[src/rtl/elevator_lift_if.sv]
// Request/status bundle between the button decode, the lift controller and
// the floor display / motor / door actuators.
interface elevator_lift_if;
  logic [2:0] req;
  logic [1:0] current_floor;
  logic       door_open;
  logic       moving;

  modport master (output req, input current_floor, door_open, moving);
  modport slave  (input req, output current_floor, door_open, moving);
endinterface

[src/rtl/elevator_lift.sv]
// Three-floor elevator controller: latches floor requests, hops one floor per
// TRAVEL_CYCLES using a keep-direction (SCAN) policy and holds the door open
// for DOOR_CYCLES at each requested floor.
module elevator_lift #(
  parameter int TRAVEL_CYCLES = 2,
  parameter int DOOR_CYCLES   = 3
) (
  input  logic            clk,
  input  logic            reset,
  elevator_lift_if.slave  bus
);

  localparam int TW = (TRAVEL_CYCLES > 1) ? $clog2(TRAVEL_CYCLES) : 1;
  localparam int DW = (DOOR_CYCLES   > 1) ? $clog2(DOOR_CYCLES)   : 1;
  localparam logic [TW-1:0] T_LAST = TW'(TRAVEL_CYCLES - 1);
  localparam logic [DW-1:0] D_LAST = DW'(DOOR_CYCLES - 1);

  localparam logic [1:0] IDLE      = 2'd0;
  localparam logic [1:0] MOVE_UP   = 2'd1;
  localparam logic [1:0] MOVE_DOWN = 2'd2;
  localparam logic [1:0] DOOR      = 2'd3;

  logic [1:0]    state;
  logic [2:0]    pending;
  logic          dir_up;
  logic [TW-1:0] tcnt;
  logic [DW-1:0] dcnt;
  logic [1:0]    floor_q;
  logic          door_q;
  logic          moving_q;

  logic [2:0]    pn;
  logic [1:0]    nf;
  logic [2:0]    cur_m, nf_m;
  logic          cur_hit, any_above, any_below;
  logic          nf_hit, nf_beyond;

  // One-hot mask of a floor.
  function automatic logic [2:0] fmask(input logic [1:0] f);
    case (f)
      2'd0:    fmask = 3'b001;
      2'd1:    fmask = 3'b010;
      2'd2:    fmask = 3'b100;
      default: fmask = 3'b000;
    endcase
  endfunction

  // Floors strictly above f.
  function automatic logic [2:0] above_m(input logic [1:0] f);
    case (f)
      2'd0:    above_m = 3'b110;
      2'd1:    above_m = 3'b100;
      default: above_m = 3'b000;
    endcase
  endfunction

  // Floors strictly below f.
  function automatic logic [2:0] below_m(input logic [1:0] f);
    case (f)
      2'd1:    below_m = 3'b001;
      2'd2:    below_m = 3'b011;
      default: below_m = 3'b000;
    endcase
  endfunction

  // Requests seen this edge plus the floor the current hop lands on.
  always_comb begin
    pn = pending | bus.req;
    nf = floor_q;
    if (state == MOVE_UP && floor_q != 2'd2)
      nf = floor_q + 2'd1;
    else if (state == MOVE_DOWN && floor_q != 2'd0)
      nf = floor_q - 2'd1;
    cur_m     = fmask(floor_q);
    nf_m      = fmask(nf);
    cur_hit   = |(pn & cur_m);
    any_above = |(pn & above_m(floor_q));
    any_below = |(pn & below_m(floor_q));
    nf_hit    = |(pn & nf_m);
    nf_beyond = (state == MOVE_UP) ? |(pn & above_m(nf)) : |(pn & below_m(nf));
  end

  // Controller state, request latch, hop/dwell counters and registered outputs.
  always_ff @(posedge clk or negedge reset) begin
    if (!reset) begin
      state    <= IDLE;
      pending  <= 3'b000;
      dir_up   <= 1'b1;
      tcnt     <= '0;
      dcnt     <= '0;
      floor_q  <= 2'd0;
      door_q   <= 1'b0;
      moving_q <= 1'b0;
    end else begin
      pending <= pn;
      case (state)
        IDLE: begin
          if (cur_hit) begin
            state   <= DOOR;
            door_q  <= 1'b1;
            dcnt    <= '0;
            pending <= pn & ~cur_m;
          end else if (any_above && (dir_up || !any_below)) begin
            state    <= MOVE_UP;
            dir_up   <= 1'b1;
            moving_q <= 1'b1;
            tcnt     <= '0;
          end else if (any_below) begin
            state    <= MOVE_DOWN;
            dir_up   <= 1'b0;
            moving_q <= 1'b1;
            tcnt     <= '0;
          end
        end
        MOVE_UP, MOVE_DOWN: begin
          if (tcnt == T_LAST) begin
            floor_q <= nf;
            tcnt    <= '0;
            if (nf_hit) begin
              state    <= DOOR;
              moving_q <= 1'b0;
              door_q   <= 1'b1;
              dcnt     <= '0;
              pending  <= pn & ~nf_m;
            end else if (!nf_beyond) begin
              // Nothing further this way: settle and let IDLE pick a direction.
              state    <= IDLE;
              moving_q <= 1'b0;
            end
          end else begin
            tcnt <= tcnt + 1'b1;
          end
        end
        DOOR: begin
          // A press for this floor while open extends the dwell, never re-queues.
          pending <= pn & ~cur_m;
          if (|(bus.req & cur_m)) begin
            dcnt <= '0;
          end else if (dcnt == D_LAST) begin
            state  <= IDLE;
            door_q <= 1'b0;
          end else begin
            dcnt <= dcnt + 1'b1;
          end
        end
        default: state <= IDLE;
      endcase
    end
  end

  assign bus.current_floor = floor_q;
  assign bus.door_open     = door_q;
  assign bus.moving        = moving_q;

endmodule

[src/flat_wrapper.sv]
// flat-port wrapper written by rule: the top's interface ports become plain ports
module elevator_lift_flat 
#(
  parameter int TRAVEL_CYCLES = 2,
  parameter int DOOR_CYCLES   = 3
)
  (clk, reset, bus_req, bus_current_floor, bus_door_open, bus_moving);
  elevator_lift_if bus_i ();
  input  logic clk;
  input  logic reset;
  input wire logic [$bits(bus_i.req)-1:0] bus_req;
  output wire logic [$bits(bus_i.current_floor)-1:0] bus_current_floor;
  output wire logic [$bits(bus_i.door_open)-1:0] bus_door_open;
  output wire logic [$bits(bus_i.moving)-1:0] bus_moving;
  assign bus_i.req = bus_req;
  assign bus_current_floor = bus_i.current_floor;
  assign bus_door_open = bus_i.door_open;
  assign bus_moving = bus_i.moving;
  elevator_lift #(.TRAVEL_CYCLES(TRAVEL_CYCLES), .DOOR_CYCLES(DOOR_CYCLES)) u_core (.clk(clk), .reset(reset), .bus(bus_i));
endmodule
[config.mk]
export PLATFORM = sky130hd
export DESIGN_NAME = elevator_lift_flat
export DESIGN_NICKNAME = d
export VERILOG_FILES = /design/src/rtl/elevator_lift_if.sv /design/src/rtl/elevator_lift.sv /design/src/flat_wrapper.sv
export SDC_FILE = /design/constraint.sdc
export NUM_CORES = 1
export LEC_CHECK = 0
export ABC_CLOCK_PERIOD_IN_PS = 2400
export BUFFER_PORTS_ARGS = -buffer_cell sky130_fd_sc_hd__buf_2
export CORE_ASPECT_RATIO = 1.4
export CORE_MARGIN = 3
export CORE_UTILIZATION = 52
export DETAILED_ROUTE_END_ITERATION = 8
export GPL_TIMING_DRIVEN = 0
export PLACE_DENSITY = 0.74
export SYNTH_ARGS = -nofsm -noshare
export SYNTH_HDL_FRONTEND = slang
export SYNTH_SLANG_ARGS = --single-unit
[constraint.sdc]
create_clock -name clk -period 2.4 [get_ports clk]
set_input_delay 0.24 -clock clk [delete_from_list [all_inputs] [get_ports clk]]
set_output_delay 0.24 -clock clk [all_outputs]
set_load 0.01 [all_outputs]
==> results of run 1 <==
-- cell type report --
cell class | count | area share, %
multi-input cells | 100 | 59.1
inverters | 10 | 3.30
clock buffers | 4 | 1.92
flip-flops and latches | 13 | 24.2
repair buffers | 20 | 9.71
well taps | 20 | 1.83
-- state kept, by name, indices dropped and copies added, names as in the netlist --
register	flops
u_core.tcnt	1
u_core.bus.current_floor	2
u_core.bus.door_open	1
u_core.dcnt	2
u_core.bus.moving	1
u_core.dir_up	1
u_core.pending	3
u_core.state	2
-- metal layers --
metal | track usage [%] | routed length [µm]
met5 | 0 | 0
met4 | 13.8 | 72
met3 | 2.14 | 121
met2 | 40.4 | 1410
met1 | 25.3 | 942
-- worst reg2reg max path, cell delays in order, from the launching register on --
cell      delay [ns]
dfrtp_2         0.41
inv_6           0.06
ha_2            0.18
nand2b_4        0.14
and2_4          0.18
xnor2_4         0.21
inv_2           0.08
ha_2            0.18
o21ai_0         0.06
and3_1          0.19
a311oi_2        0.06
or4_1           0.40
a22o_1          0.19
-- through the flow --
step	utilization (%)	instance area [µm²]	TNS, ns	setup WS (ns)	hold WS [ns]
2_1_floorplan	-	1090	0	0.0154	-0.0556
3_3_place_gp	63.6	1160	-0.674	-0.176	0.146
3_5_place_dp	63.6	1160	-1.18	-0.265	0.152
4_1_cts	74.3	1360	-0.0586	-0.0215	0.266
5_1_grt	74.9	1370	-0.734	-0.144	0.304
6_report	74.9	1370	-0.0766	-0.0353	0.257
-- kinds of logic after synthesis --
kind of cell    Yosys count  share of synthesized area, %
buf+inv                  10                          3.62
fa+ha+maj                15                          18.1
simple gates             41                          18.5
xor+xnor                  2                          1.69
mux                       5                          5.07
compound gates           37                          21.6
flops                    13                          31.5
-- cell usage in the layout, fill, tap and decap left out, types with 4 or more instances in the layout --
master   count
a21oi_1      5
buf_2        8
buf_4       11
dfrtp_1      9
ha_1         7
ha_4         5
inv_1        4
inv_2        4
nand2_1     10
nor2_1      15
o21ai_0     15
-- timing repair --
action,in CTS,in global routing
pin swaps,9,4
endpoints found under the setup margin,6,6
buffers inserted,10,1
resized for setup,24,2
cloned,0,0
hold buffers,1,0
hold endpoints to repair,12,0
-- path summary, 6_finish.rpt --
| check | cells past startpoint | to | startpoint |
|---|---|---|---|
| worst max-delay path | 12 | u_core.bus.moving$_DFFE_PN0P_ | u_core.bus.current_floor[0]$_DFFE_PN0P_ |
| worst min-delay path | 3 | u_core.pending[0]$_DFF_PN0_ | bus_req[0] |
| worst max register to register | 12 | u_core.bus.moving$_DFFE_PN0P_ | u_core.bus.current_floor[0]$_DFFE_PN0P_ |
| worst min register to register | 2 | u_core.dir_up$_DFFE_PN1P_ | u_core.dir_up$_DFFE_PN1P_ |
| max in group asynchronous | 2 | u_core.dir_up$_DFFE_PN1P_ | reset |
| min in group asynchronous | 2 | u_core.bus.moving$_DFFE_PN0P_ | reset |
==> metrics.md, run 1 <==
| Metric | Value |
|---|---|
| Run status | complete, but fails checks |
| Failing checks | negative setup slack |
| Most frequent cell after synthesis | o21ai_0 |
| Final Slew Violations | 0 |
| Die area | 2570 µm² |
| Yosys reg bits | 13 |
| Max-cap violations | 0 |
| Post-Layout Cell Count | 167 |
| Post-synth EDFFs | 0 |
| Pre-Repair DR Iteration Count | 4 |
| Reg clk slew, reported paths | 0.09 ns |
| Initial Util | 56.9% |
| Die width | 43.7 µm |
| Final period utilization | 101% |
| CTS tree | built |
| Port Buffers | 8 |
| Total congestion overflow | 0 |
| Gate Count Post-Synth | 123 |
| Synth top area cells | dfrtp_1, ha_1, o21ai_0, nor2_1, inv_1 |
| WS Path Type | flip-flop to flip-flop |
| Synth warnings | 0 |
| Critical Path Source Type | flip-flop |
| Main synth FF type | dfrtp_1 |
| Antenna violations before repair | 0 |
| Endpoints failing setup | 4 |
| Vias in the first global route | 961 |
| Die height | 58.8 µm |
| Critical Path Most Common Cell | ha_2 |
| Syn nets | 143 |
| Tmin final | 2.44 ns |
| Commonest cells post-synth | o21ai_0, nor2_1, ha_1 |
| Delay-heaviest family, CP | simple AND/OR/NAND/NOR gates |
| Core area | 1820 µm² |
| Worst Hold Class | primary input to flip-flop |
| Critical path's largest stage delay | 0.41 ns |
| Critical path's slowest cell | dfrtp_2 |
| Crit-path cells | inv_6 -> ha_2 -> nand2b_4 -> and2_4 -> xnor2_4 -> inv_2 -> ha_2 -> o21ai_0 -> and3_1 -> a311oi_2 -> or4_1 -> a22o_1 |
| Largest net degree at the start of global routing | 14 |
| DP HPWL | 1.88 mm |
| Syn Area/Cell | 8.43 µm² |
| IO Pins | 9 |
| CP Data Arrival Time | 2.62 ns |
| Worst Slack Setup Final | -0.0353 ns |
| Area occupied by multi-input gates | 807 µm² |
| Sequential-to-total area share from yosys stat | 31.5% |
| Vias | 992 |
| Layout Skew | 0.00309 ns |
| Cell area after synthesis | 1040 µm² |
| Gp weighted congestion | 0.931 |
| # rows | 18 |
| First-pass GRT wire length | 4.30 mm |
| Crit path buffers/inverters | 2 |
| Fillers | 137 |
| Root Driver | clkbuf_4 |
| RSZ-0062 raised after global routing | yes |
| Required @ worst endpoint | 2.59 ns |
| CP Capture Type | flip-flop |
| Worst-path maximum fanout | 5 |
| Antenna-violating nets left | 0 |
| R2R setup slack | -0.04 ns |
| Register area | 330 µm² |
| Dpl cells | 151 |
| H-tree levels | 1 |
| Netlist cell types | 30 |
| Avg WL per Cell | 15.2 µm |
| Layout cells sized above 1 | 36.1% |
| Clk_lat worst skew | 0.29 ns |
| DR iter-0 viols | 34 |
| # DRC | 0 |
| Sink Count | 13 |
| Final hold violation count | 0 |
| Nets | 168 |
| Vias/cell | 5.94 |
| Max Freq | 0.411 GHz |
| CTS max path bufs | 2 |
| Dominant cell type by area after synthesis | dfrtp_1 |
| CTS buffer count | 3 |
| Number of diodes | 0 |
| Area grow syn2layout | 31.7% |
| Slew margin rel. | 65.4% |
| FFs w/ async S/R, synth | 100% |
| Synth top area share | 29.0% |
| Routed WL | 2.54 mm |
| Worst Tran Pin Value | 0.518 ns |
| Gr usage total | 22.7% |
Power of run 1 is not shown: default switching activity piles up to over one toggle a cycle in this logic, so the estimate is an artifact.
==> run 2: changes to the inputs <==
--- a/config.mk
+++ b/config.mk
@@ -5,14 +5,15 @@
 export SDC_FILE = /design/constraint.sdc
 export NUM_CORES = 1
 export LEC_CHECK = 0
+export ABC_AREA = 1
 export ABC_CLOCK_PERIOD_IN_PS = 2400
 export BUFFER_PORTS_ARGS = -buffer_cell sky130_fd_sc_hd__buf_2
 export CORE_ASPECT_RATIO = 1.4
 export CORE_MARGIN = 3
-export CORE_UTILIZATION = 52
+export CORE_UTILIZATION = 54
 export DETAILED_ROUTE_END_ITERATION = 8
 export GPL_TIMING_DRIVEN = 0
-export PLACE_DENSITY = 0.74
+export PLACE_DENSITY = 0.75
 export SYNTH_ARGS = -nofsm -noshare
 export SYNTH_HDL_FRONTEND = slang
 export SYNTH_SLANG_ARGS = --single-unit
==> run 2 against run 1 <==
Compared with the run above: non-clock buffer count is 2 lower; register-to-register slack improved by 0.13 ns; highest routed layer unchanged; synthesized cell count increased by 50%; clock skew decreased by 0.00082 ns; the run now ends clean; wire length is 19% higher; sequential share of layout area is 2.5 points lower; cell area grew 11%; critical path type unchanged.
==> metrics.md, run 2 <==
| Metric | Value |
|---|---|
| Cell area after synthesis | 1250 µm² (was 1040 µm²) |
| Worst Tran Pin Value | 0.324 ns (was 0.518 ns) |
| Depth of the worst register-to-register path | 16 (was 12) |
| Dominant cell type by area after synthesis | dfrtp_1 (unchanged) |
| Most frequent cells in the layout | nand2_1, inv_1, nor2_1 (was nor2_1, o21ai_0, buf_4) |
| Initial Util | 56.9% (about the same) |
| CP Capture Type | flip-flop (unchanged) |
| Largest Register | u_core.pending (unchanged) |
| Most frequent cell after synthesis | nand2_1 (was o21ai_0) |
| Number of diodes | 0 (unchanged) |
| Max Freq | 0.434 GHz (was 0.411 GHz) |
| Routed WL | 3.02 mm (was 2.54 mm) |
| Post-Synth Adder-Cell Area | 15.0% (was 18.1%) |
| DR iter-0 viols | 42 (was 34) |
| Sequential-to-total area share from yosys stat | 26.0% (was 31.5%) |
| WS Path Type | flip-flop to flip-flop (unchanged) |
| CTS tree | built (unchanged) |
| Post-synth EDFFs | 0 (unchanged) |
| Simple-gate area share of the yosys netlist | 40.9% (was 18.5%) |
| Pre-CTS setup slack | -0.0549 ns (was -0.265 ns) |
| Compound-Gate Fraction of Synth Area | 8.68% (was 21.6%) |
| Netlist cell types | 21 (was 30) |
| Gr usage total | 22.6% (was 22.7%) |
| Worst-path maximum fanout | 4 (was 5) |
| Fillers | 177 (was 137) |
| Mux contribution to synthesized area | 0% (was 5.07%) |
| H-tree levels | 1 (unchanged) |
| Avg WL per Cell | 13.2 µm (was 15.2 µm) |
| IO Pins | 9 (unchanged) |
| Gate Count Post-Synth | 185 (was 123) |
| Worst Hold Class | primary input to flip-flop (unchanged) |
| # rows | 20 (was 18) |
| Final period utilization | 95.9% (was 101%) |
| Endpoints failing setup | 0 (was 4) |
| Xor and xnor fraction of the mapped netlist area | 0.699% (was 1.69%) |
| Run status | finished clean (was complete, but fails checks) |
| Synth warnings | 0 (unchanged) |
| CTS buffer count | 3 (unchanged) |
| Antenna-violating nets left | 0 (unchanged) |
| Post-Layout Cell Count | 229 (was 167) |
| Commonest non-fill, non-tap cell in the layout | nand2_1 |
| Die width | 46.7 µm (was 43.7 µm) |
| Clk_lat worst skew | 0.29 ns (about the same) |
| Number of stages on the worst hold path | 3 (unchanged) |
| FFs w/ async S/R, synth | 100% (unchanged) |
| Core area | 2200 µm² (was 1820 µm²) |
| Die height | 63.0 µm (was 58.8 µm) |
| Layout Skew | 0.00227 ns (was 0.00309 ns) |
| Largest register FFs | 3 (unchanged) |
| Antenna violations before repair | 0 (unchanged) |
| Port Buffers | 8 (unchanged) |
| Area grow syn2layout | 21.3% (was 31.7%) |
| Critical Path Source Type | flip-flop (unchanged) |
| Max-cap violations | 0 (unchanged) |
| # DRC | 0 (unchanged) |
| Vias/cell | 5.33 (was 5.94) |
| CTS max path bufs | 2 (unchanged) |
| Vias in the first global route | 1163 (was 961) |
| Largest net degree at the start of global routing | 14 (unchanged) |
| Commonest cells post-synth | nand2_1, inv_1, nor2_1 (was o21ai_0, nor2_1, ha_1) |
| Hold path endpoint | u_core.pending[0]$_DFF_PN0_ (unchanged) |
| R2R Path End | u_core.state[0]$_DFFE_PN0P_ (was u_core.bus.moving$_DFFE_PN0P_) |
| Gp weighted congestion | 0.983 (was 0.931) |
| First-pass GRT wire length | 4.93 mm (was 4.30 mm) |
| Fin Hold WS | 0.266 ns (was 0.257 ns) |
| Final Slew Violations | 0 (unchanged) |
| R2R setup slack | 0.1 ns (was -0.04 ns) |
| Syn nets | 205 (was 143) |
| Largest family of logic cells by synthesized area | simple AND/OR/NAND/NOR gates (was compound AO/OA/AOI/OAI gates) |
| Worst Slack Setup Final | 0.0977 ns (was -0.0353 ns) |
| Reg2Reg Launch Point | u_core.state[0]$_DFFE_PN0P_ (was u_core.bus.current_floor[0]$_DFFE_PN0P_) |
| Nets | 228 (was 168) |
| Pre-Repair DR Iteration Count | 4 (unchanged) |
| Setup TNS | 0 ns (was -0.0766 ns) |
| Root Driver | clkbuf_4 (unchanged) |
| Synth top area share | 24.0% (was 29.0%) |
| Required @ worst endpoint | 2.59 ns (about the same) |
| Tmin final | 2.30 ns (was 2.44 ns) |
| Layout cells sized above 1 | 31.9% (was 36.1%) |
| HP Start | bus_req[0] (unchanged) |
| Sink Count | 13 (unchanged) |
| Reg clk slew, reported paths | 0.09 ns (about the same) |
| Total congestion overflow | 0 (unchanged) |
| CP Data Arrival Time | 2.49 ns (was 2.62 ns) |
| Vias | 1220 (was 992) |
| Slew margin rel. | 78.1% (was 65.4%) |
| Final hold violation count | 0 (unchanged) |
| Yosys reg bits | 13 (unchanged) |
| Syn Area/Cell | 6.78 µm² (was 8.43 µm²) |
| Dpl cells | 215 (was 151) |
| Die area | 2940 µm² (was 2570 µm²) |
| Main synth FF type | dfrtp_1 (unchanged) |
| Synth top area cells | dfrtp_1, nand2_1, ha_1, inv_1, nor2_1 (was dfrtp_1, ha_1, o21ai_0, nor2_1, inv_1) |
| DP HPWL | 2.24 mm (was 1.88 mm) |
run 2: worst max-delay path: stages, from the launching register on:
cell and delay [ns]:
dfrtp_2 0.45, inv_1 0.11, ha_1 0.23, nand2_4 0.08
nand2_2 0.08, xor2_2 0.20, inv_1 0.09, buf_4 0.13
ha_1 0.22, nand2_2 0.10, nand3_2 0.10, nor2_4 0.13
nand2_2 0.06, nand2_1 0.07, nor2_2 0.05, nand2_1 0.06
nand2_1 0.05
run 2: metrics by stage:
step	area, µm²	utilization (%)
2_1_floorplan	1250	-
3_3_place_gp	1320	60.0
3_5_place_dp	1320	60.0
4_1_cts	1380	62.7
5_1_grt	1520	69.0
6_report	1520	69.0
run 2: worst max path at each step:
| stage | from | end | cells after the start |
|---|---|---|---|
| floorplan | u_core.bus.current_floor[0]$_DFFE_PN0P_ | u_core.state[0]$_DFFE_PN0P_ | 19 |
| global placement | u_core.bus.current_floor[0]$_DFFE_PN0P_ | u_core.state[0]$_DFFE_PN0P_ | 18 |
| detailed placement | u_core.bus.current_floor[0]$_DFFE_PN0P_ | u_core.state[1]$_DFFE_PN0P_ | 18 |
| CTS | u_core.bus.current_floor[1]$_DFFE_PN0P_ | u_core.state[1]$_DFFE_PN0P_ | 20 |
| global route | u_core.state[0]$_DFFE_PN0P_ | u_core.state[0]$_DFFE_PN0P_ | 16 |
| finish | u_core.state[0]$_DFFE_PN0P_ | u_core.state[0]$_DFFE_PN0P_ | 16 |
run 2: kinds of logic (layout without fill, tap and decap cells):
kind of cell,after synthesis,count (layout)
XOR/XNOR,1,1
AND/OR/NAND/NOR,107,107
adder cells (fa/ha/maj),15,15
flip-flops,13,13
buffers and inverters,29,51
AO/OA/AOI/OAI,20,20
run 2: timing repair:
action                                  CTS  global route
resized for setup                         3            27
buffers inserted                          2             7
hold buffers                              1             0
endpoints found under the setup margin    3             6
cloned                                    0             0
hold endpoints to repair                 12             0
pin swaps                                 0             8
run 2: cell type report:
type                            count  area, µm²  area share [%]
Tap cell                           22       27.5            1.81
Multi-Input combinational cell    143        906            59.6
Timing Repair Buffer               18        118            7.74
Clock buffer                        4       26.3            1.73
Sequential cell                    13        329            21.6
Inverter                           29        114            7.49
run 2: layer usage:
metal  GRT usage, %  share of wire, %
met2           37.8                54
met5              0                 0
met3           2.59               2.3
met4           10.4               3.2
met1           27.3                41
Power of run 2 is left out for the same reason.
